File: src/rtl/clock_ratio_meter.sv
// clock_ratio_meter: measures a divided clock (clk_meas) against the reference clk_ip.
// It reports the period in clk_ip cycles, a lock flag once the ratio is stable, and a
// timeout pulse when the divided clock stops toggling.
// Optional high-time measurement is enabled by defining the macro DUTY_MEAS_EN; without it
// high_cycles is tied to zero and no high-time counter exists.
module clock_ratio_meter #(
  parameter int unsigned CNT_W    = 8,
  parameter int unsigned LOCK_CNT = 3
) (
  input  logic             clk_ip,
  input  logic             rst,
  input  logic             clk_meas,
  output logic [CNT_W-1:0] period,
  output logic             period_valid,
  output logic             locked,
  output logic             timeout,
  output logic [CNT_W-1:0] high_cycles
);

  localparam int unsigned      MatchW     = 4;
  localparam logic [CNT_W-1:0] CntMax     = '1;
  localparam logic [CNT_W-1:0] CntOne     = CNT_W'(1);
  localparam logic [MatchW-1:0] LockTarget = MatchW'(LOCK_CNT);
  localparam logic [MatchW-1:0] MatchOne   = MatchW'(1);
  localparam logic              LockOnOne  = (LOCK_CNT == 1);

  typedef enum logic [0:0] {
    StSeek,
    StMeasure
  } state_e;

  // Input synchronizer and edge detector
  logic sync1_q, sync2_q, sync3_q;
  logic rise;

  // Measurement state
  state_e           state_q, state_d;
  logic [CNT_W-1:0] cnt_q, cnt_d;
  logic [CNT_W-1:0] period_q, period_d;
  logic             valid_q, valid_d;
  logic             timeout_q, timeout_d;
  logic             locked_q, locked_d;
  logic [MatchW-1:0] match_q, match_d;

  // Two-flop synchronizer plus a delay flop for rising-edge detection
  always_ff @(posedge clk_ip) begin
    if (rst) begin
      sync1_q <= 1'b0;
      sync2_q <= 1'b0;
      sync3_q <= 1'b0;
    end else begin
      sync1_q <= clk_meas;
      sync2_q <= sync1_q;
      sync3_q <= sync2_q;
    end
  end

  assign rise = sync2_q & ~sync3_q;

  // FSM and measurement registers
  always_ff @(posedge clk_ip) begin
    if (rst) begin
      state_q   <= StSeek;
      cnt_q     <= '0;
      period_q  <= '0;
      valid_q   <= 1'b0;
      timeout_q <= 1'b0;
      locked_q  <= 1'b0;
      match_q   <= '0;
    end else begin
      state_q   <= state_d;
      cnt_q     <= cnt_d;
      period_q  <= period_d;
      valid_q   <= valid_d;
      timeout_q <= timeout_d;
      locked_q  <= locked_d;
      match_q   <= match_d;
    end
  end

  // Next-state: period counting, timeout detection and lock tracking
  always_comb begin
    state_d   = state_q;
    cnt_d     = cnt_q;
    period_d  = period_q;
    valid_d   = 1'b0;
    timeout_d = 1'b0;
    locked_d  = locked_q;
    match_d   = match_q;
    unique case (state_q)
      StSeek: begin
        // First edge only arms the counter; there is no interval to report yet.
        if (rise) begin
          cnt_d   = CntOne;
          state_d = StMeasure;
        end
      end
      StMeasure: begin
        // A rise on the saturating cycle still counts as a valid maximum-length period.
        if (rise) begin
          period_d = cnt_q;
          valid_d  = 1'b1;
          cnt_d    = CntOne;
          if (match_q == '0) begin
            // First measurement since reset/timeout: nothing to compare against.
            match_d  = MatchOne;
            locked_d = LockOnOne;
          end else if (cnt_q == period_q) begin
            if (match_q < LockTarget) begin
              match_d = match_q + MatchOne;
            end
            if (match_q >= (LockTarget - MatchOne)) begin
              locked_d = 1'b1;
            end
          end else begin
            match_d  = MatchOne;
            locked_d = LockOnOne;
          end
        end else if (cnt_q == CntMax) begin
          timeout_d = 1'b1;
          locked_d  = 1'b0;
          match_d   = '0;
          cnt_d     = '0;
          state_d   = StSeek;
        end else begin
          cnt_d = cnt_q + CntOne;
        end
      end
      default: begin
        state_d = StSeek;
      end
    endcase
  end

  assign period       = period_q;
  assign period_valid = valid_q;
  assign locked       = locked_q;
  assign timeout      = timeout_q;

`ifdef DUTY_MEAS_EN
  logic [CNT_W-1:0] hcnt_q, hcnt_d;
  logic [CNT_W-1:0] high_q, high_d;

  // High-time counter register
  always_ff @(posedge clk_ip) begin
    if (rst) begin
      hcnt_q <= '0;
      high_q <= '0;
    end else begin
      hcnt_q <= hcnt_d;
      high_q <= high_d;
    end
  end

  // Count high cycles within a period; the rise cycle itself is high, so add it at capture
  always_comb begin
    hcnt_d = hcnt_q;
    high_d = high_q;
    if (state_q == StSeek) begin
      hcnt_d = '0;
    end else if (rise) begin
      hcnt_d = '0;
      if (hcnt_q == CntMax) begin
        high_d = CntMax;
      end else begin
        high_d = hcnt_q + CNT_W'(sync2_q);
      end
    end else if (sync2_q && (hcnt_q != CntMax)) begin
      hcnt_d = hcnt_q + CntOne;
    end
  end

  assign high_cycles = high_q;
`else
  assign high_cycles = '0;
`endif

endmodule

File: config.mk
export PLATFORM = sky130hd
export DESIGN_NAME = clock_ratio_meter
export DESIGN_NICKNAME = d
export VERILOG_FILES = /design/src/rtl/clock_ratio_meter.sv
export SDC_FILE = /design/constraint.sdc
export NUM_CORES = 1
export LEC_CHECK = 0
export ABC_AREA = 1
export BUFFER_PORTS_ARGS = -buffer_cell sky130_fd_sc_hd__buf_2
export CORE_UTILIZATION = 59
export DETAILED_ROUTE_END_ITERATION = 16
export PLACE_DENSITY_LB_ADDON = 0.25
export SKIP_CTS_REPAIR_TIMING = 1
export SLEW_MARGIN = 20
export SYNTH_ARGS = -nofsm -noshare
export SYNTH_HDL_FRONTEND = slang
export SYNTH_SLANG_ARGS = --single-unit
export TNS_END_PERCENT = 100
File: constraint.sdc
create_clock -name clk_ip -period 2.4 [get_ports clk_ip]
set_input_delay 0.36 -clock clk_ip [delete_from_list [all_inputs] [get_ports clk_ip]]
set_output_delay 0.36 -clock clk_ip [all_outputs]
set_load 0.1 [all_outputs]
==> flow_summary.yaml, run 1 <==
clock_tree:
  ctsLongestPathBuffers: 2
  cts_tree: "built"
  cts_made_buffers: 3
  clock_sinks: 27
  htreeDepth: 1
  cts.clk_slew.worst_paths_ns: 0.15
  clk_latency_ns: 0.33
  cts_root_buf: "clkbuf_4"
critical_path:
  endpoint_kind: "register"
  cp.required_ns: 2.61
  crit_type: "register to register"
  worstSetupStartpointType: "register"
  worstPathArrival_ns: 1.81
  timing.critical_path.mode_cell: "nand3_1"
  slowest_delay_ns: 0.43
  cp_slowest_cell: "dfxtp_1"
  crit_chain: "ha_1 -> nand4_2 -> nor2_2 -> nand3_1 -> nand3_1 -> inv_1 -> nand3_1 -> a21oi_1"
  cp_max_fo: 6
sta:
  post-route-period-util_pct: 66.62
  max-slew-margin-rel_pct: 62.17
  fmaxAchievable_ghz: 0.6255
  maxSlewViolCount: 0
  hold_violations: 0
  fin_skew_ns: 0.006439
  worst_slew_pin_slew_ns: 0.5661
  tns_ns: 0
  fin_crit_ns: 1.599
  hold_slack_ns: 0.2169
  setup_violations: 0
  rsz0062_at_grt: "no"
power:
  power.density_nw_per_um2: 536.8
  p_sw_share_pct: 31.16
  p_int_mw: 0.5354
  combPwrFrac_pct: 15.1
  power.share.sequential_pct: 59.4
  p_leak_nw: 0.6678
  p_switching_mw: 0.2423
  ir_worst_vdd_mv: 0.3512
  p_clk_share_pct: 25.5
yosys:
  ys_seq_elements: 27
  async_flop_share_pct: 0
  yosys_warnings: 0
  syn_avg_cell_area_um2: 6.938
  synthCells: 200
  synth_edf_count: 0
  synth_common_cells: "nand2_1, inv_1, dfxtp_1"
  synthDistinctLibCells: 28
  synthTopCellsByArea: "dfxtp_1, nand2_1, inv_1, a21oi_1, buf_4"
  yosysTopAreaCell: "dfxtp_1"
  syn-cell-area_um2: 1388
  yosys.area.top_type_share_pct: 38.95
  ys_seq_area_share_pct: 38.95
  synth_ff_type: "dfxtp_1"
  yosysMostFrequentCell: "nand2_1"
drt:
  drc: 0
  num_vias: 1209
  dr.pass1.iters: 5
  wirelength_um: 2527
  wire_per_inst_um: 10.62
  vias_per_cell: 5.080
  ant_nets: 0
  drt_iter0_drc: 34
global_route:
  grt_pass1_vias: 1048
  antenna_found_initial: 0
  grt_pass1_wl_um: 4353
  overflow: 0
  grt_max_degree: 19
  gr-usage-all-layers_pct: 22.53
floorplanning:
  start_util_pct: 62.73
  die_h_um: 50.50
  io_pins: 22
  die_w_um: 50.50
  dieArea_um2: 2550
  placementRows: 17
  core_area_um2: 2212
final_layout:
  synthToLayoutAreaGrowth_pct: 4.418
  antenna_cells: 0
  layout-drive-gt1-share_pct: 15.24
  nets: 218
worst_hold_path:
  worstHoldPathType: "primary input to register"
placement:
  gp_congestion: 0.8275
  io_buffers: 13
  dp_hpwl_um: 1827
run_status:
  status: "finished, final reports clean"
job:
  maxCapViolCount: 0
==> kinds of logic after synthesis <==
logic type               Yosys count  share of synthesized area [%]
AO/OA/AOI/OAI                     31                          11.63
adder cells (fa/ha/maj)            4                          3.607
buffers and inverters             45                          15.24
flip-flops                        27                          38.95
other                              1                         0.2703
AND/OR/NAND/NOR                   92                          30.30
==> registers in the layout (all words and copies together) (netlist names) <==
| register | cells |
|---|---|
| cnt_q | 8 |
| locked | 1 |
| match_q | 4 |
| period | 8 |
| period_valid | 1 |
| state_q | 1 |
| sync1_q | 1 |
| sync2_q | 1 |
| sync3_q | 1 |
| timeout | 1 |
==> critical path: cells and delay by family (launching register included) <==
| kind | cells | cell delay [ns] |
|---|---|---|
| and+or+nand+nor | 5 | 0.66 |
| DFF | 1 | 0.43 |
| adders and majority gates | 1 | 0.23 |
| buffers and inverters | 1 | 0.10 |
| AOI/OAI and AO/OA | 1 | 0.07 |
==> per-stage QoR <==
step / worst slack, ns / utilization (%) / total power [mW] / cells / area, um2
6_report: 0.8012 / 65.50 / 0.7777 / 238 / 1449
5_1_grt: 0.6941 / 65.50 / 0.8083 / 238 / 1449
4_1_cts: 0.8252 / 65.50 / 0.7863 / 238 / 1449
3_5_place_dp: 0.8463 / 64.14 / 0.5886 / 234 / 1419
3_3_place_gp: 0.9352 / 64.14 / 0.5871 / 234 / 1419
2_1_floorplan: 0.4844 / - / 0.5878 / 207 / 1414
==> cell type report <==
type,instances,area [um2]
clock buffer,3,22.52
multi-input combinational,135,661.9
timing repair buffer,13,65.06
clock inverter,1,7.507
inverter,31,116.4
sequential,27,540.5
fill,201,763.2
tap,28,35.03
==> cells in the final DEF (no fill, tap or decap), drive strengths merged <==
cell,synthesis,routed
a211oi,1,1
a21oi,17,17
a31oi,1,1
and2,2,2
buf,12,13
clkbuf,2,3
clkinvlp,0,1
conb,1,8
dfxtp,27,27
ha,4,4
inv,31,31
nand2,49,49
nand3,9,9
nand4,3,3
nor2,22,22
nor3,4,4
o21ai,10,10
o22ai,2,2
or2,2,2
or3,1,1
==> worst paths after layout <==
kind	startpoint	end	slack (ns)	cells after the start
worst max register to register	cnt_q[1]$_SDFFE_PP0P_	cnt_q[4]$_SDFFE_PP0P_	0.80	8
worst min register to register	sync1_q$_SDFF_PP0_	sync2_q$_SDFF_PP0_	0.42	2
worst max-delay path	cnt_q[1]$_SDFFE_PP0P_	cnt_q[4]$_SDFFE_PP0P_	0.80	8
worst min-delay path	clk_meas	sync1_q$_SDFF_PP0_	0.22	3
==> power by group through the flow <==
stage          sequential, mW  combinational (mW)  clock [mW]
2_1_floorplan           0.483               0.105           0
3_3_place_gp            0.471               0.116           0
3_5_place_dp            0.472               0.117           0
4_1_cts                 0.462               0.117       0.207
5_1_grt                 0.463               0.126       0.219
6_report                0.462               0.117       0.199
==> layer usage <==
layer / vias to the layer above / track usage, % / part of all wire (%)
met5: - / 0 / 0
met4: 0 / 7.407 / 1.3
met3: 7 / 3.636 / 4.9
met2: 49 / 38.00 / 45
met1: 523 / 29.11 / 49
li1: 630 / - / -
Note: power is estimated with default switching activity, not from simulation.
==> run 2, diff against run 1 <==
--- a/config.mk
+++ b/config.mk
@@ -7,7 +7,7 @@
 export LEC_CHECK = 0
 export ABC_AREA = 1
 export BUFFER_PORTS_ARGS = -buffer_cell sky130_fd_sc_hd__buf_2
-export CORE_UTILIZATION = 59
+export CORE_UTILIZATION = 50
 export DETAILED_ROUTE_END_ITERATION = 16
 export PLACE_DENSITY_LB_ADDON = 0.25
 export SKIP_CTS_REPAIR_TIMING = 1
==> constraint.sdc (replaced) <==
create_clock -name clk_ip -period 1.4 [get_ports clk_ip]
set_input_delay 0.21 -clock clk_ip [delete_from_list [all_inputs] [get_ports clk_ip]]
set_output_delay 0.21 -clock clk_ip [all_outputs]
set_load 0.1 [all_outputs]
==> flow_summary.yaml, run 2 (synthesis gave the netlist of run 1 again) <==
run_status:
  status: "finished with violations"
  violations: "negative setup slack"
global_route:
  grt_pass1_vias: 1114
  antenna_found_initial: 0
  grt_max_degree: 15
  grt_pass1_wl_um: 4526
  overflow: 0
  gr-usage-all-layers_pct: 21.14
clock_tree:
  cts_made_buffers: 3
  clock_sinks: 27
  cts.clk_slew.worst_paths_ns: 0.14
  cts_tree: "built"
  htreeDepth: 1
  clk_latency_ns: 0.33
  ctsLongestPathBuffers: 2
  cts_root_buf: "clkbuf_4"
critical_path:
  r2r-end: "match_q[1]$_SDFFE_PP0P_"
  crit_start: "cnt_q[1]$_SDFFE_PP0P_"
  endpoint_kind: "register"
  critPathTopFamily: "simple AND/OR/NAND/NOR gates"
  cp.required_ns: 1.68
  path_buf_inv: 0
  timing.reg2reg.setup_slack_ns: -0.08
  ff2ff_path_depth: 9
  cp_slowest_cell: "dfxtp_4"
  crit_chain: "ha_4 -> nand4_2 -> nor2_2 -> nand4_1 -> nand2_2 -> nand2_2 -> nand2_1 -> nand2_1 -> nor2_1"
  cp_max_fo: 5
  crit_end: "match_q[1]$_SDFFE_PP0P_"
  worstSetupStartpointType: "register"
  timing.rr.start: "cnt_q[1]$_SDFFE_PP0P_"
  slowest_delay_ns: 0.40
  worstPathArrival_ns: 1.76
  cp.depth: 9
  crit_type: "register to register"
floorplanning:
  dieArea_um2: 2990
  die_h_um: 54.68
  core_area_um2: 2545
  io_pins: 22
  start_util_pct: 54.52
  placementRows: 18
  die_w_um: 54.68
power:
  power.density_nw_per_um2: 808.7
  p_leak_nw: 0.7505
  p_total_mw: 1.341
  ir_worst_vdd_mv: 0.6165
job:
  maxCapViolCount: 0
drt:
  ant_nets: 0
  drc: 0
  wirelength_um: 2964
  drt_iter0_drc: 34
  vias_per_cell: 5.086
  wire_per_inst_um: 11.62
  dr.pass1.iters: 4
  num_vias: 1297
sta:
  finalWorstSetupSlack_ns: -0.07603
  fmaxAchievable_ghz: 0.6775
  hold_slack_ns: 0.07172
  rsz0062_at_grt: "yes"
  tns_ns: -0.2060
  maxSlewViolCount: 0
  hold_violations: 0
  fin_skew_ns: 0.009503
  fin_crit_ns: 1.476
  setup_violations: 7
  post-route-period-util_pct: 105.4
final_layout:
  antenna_cells: 0
  fin_util_pct: 65.14
  final_common_cell: "nand2_1"
  layout-drive-gt1-share_pct: 31.56
  nets: 233
  layout_common_cells: "nand2_1, inv_1, nor2_1, a21oi_1"
  synthToLayoutAreaGrowth_pct: 19.48
placement:
  io_buffers: 13
  dp_hpwl_um: 2066
  gp_congestion: 0.8168
worst_hold_path:
  hold_depth: 3
  hold_path_startpoint: "clk_meas"
  worstHoldPathType: "primary input to register"
==> run 2: cell count changes in the layout (fill, tap and decap cells not counted), sizes merged <==
cell,delta
buf,+15
clkbuf,+1
clkinvlp,-1
==> run 2: per-layer routing <==
layer | vias up | global-route usage [%] | wire [um]
met5 | - | 0 | 0
met4 | 0 | 8.974 | 56
met3 | 8 | 2.500 | 128
met2 | 44 | 36.14 | 1446
met1 | 582 | 26.34 | 1333
li1 | 663 | - | -
==> run 2: power by group <==
| group | internal (mW) | leakage (nW) | total (mW) | switching [mW] |
|---|---|---|---|---|
| Combinational | 0.0416 | 0.507 | 0.225 | 0.183 |
| Sequential | 0.764 | 0.228 | 0.776 | 0.0121 |
| Clock | 0.112 | 0.0150 | 0.340 | 0.228 |
==> run 2: worst min path at each step <==
stage / slack (ns) / endpoint
final: 0.07 / sync1_q$_SDFF_PP0_
after detailed placement: 0.41 / sync2_q$_SDFF_PP0_
after global placement: 0.40 / sync2_q$_SDFF_PP0_
after floorplan: 0.32 / sync1_q$_SDFF_PP0_
after CTS: 0.06 / sync1_q$_SDFF_PP0_
after global routing: 0.07 / sync1_q$_SDFF_PP0_
==> run 2: stage by stage <==
stage	worst slack, ns	std cells	instance area (um2)
finish	-0.07603	255	1658
global route	-0.1975	255	1658
CTS	-0.08221	253	1575
detailed placement	-0.05419	249	1549
global placement	0.008536	249	1549
floorplan	0.003843	207	1444
==> run 2: layout make-up <==
type,instances,area [um2]
Inverter,31,116.4
Clock buffer,4,26.28
Timing Repair Buffer,28,181.4
Fill cell,236,887.1
Tap cell,30,37.54
Sequential cell,27,584.3
Multi-Input combinational cell,135,711.9
==> run 2: worst register-to-register path: cells and delay by family (launching register included) <==
kind	cells	cell delay, ns
adder cells (fa/ha/maj)	1	0.14
flip-flops	1	0.40
AND/OR/NAND/NOR	8	0.89
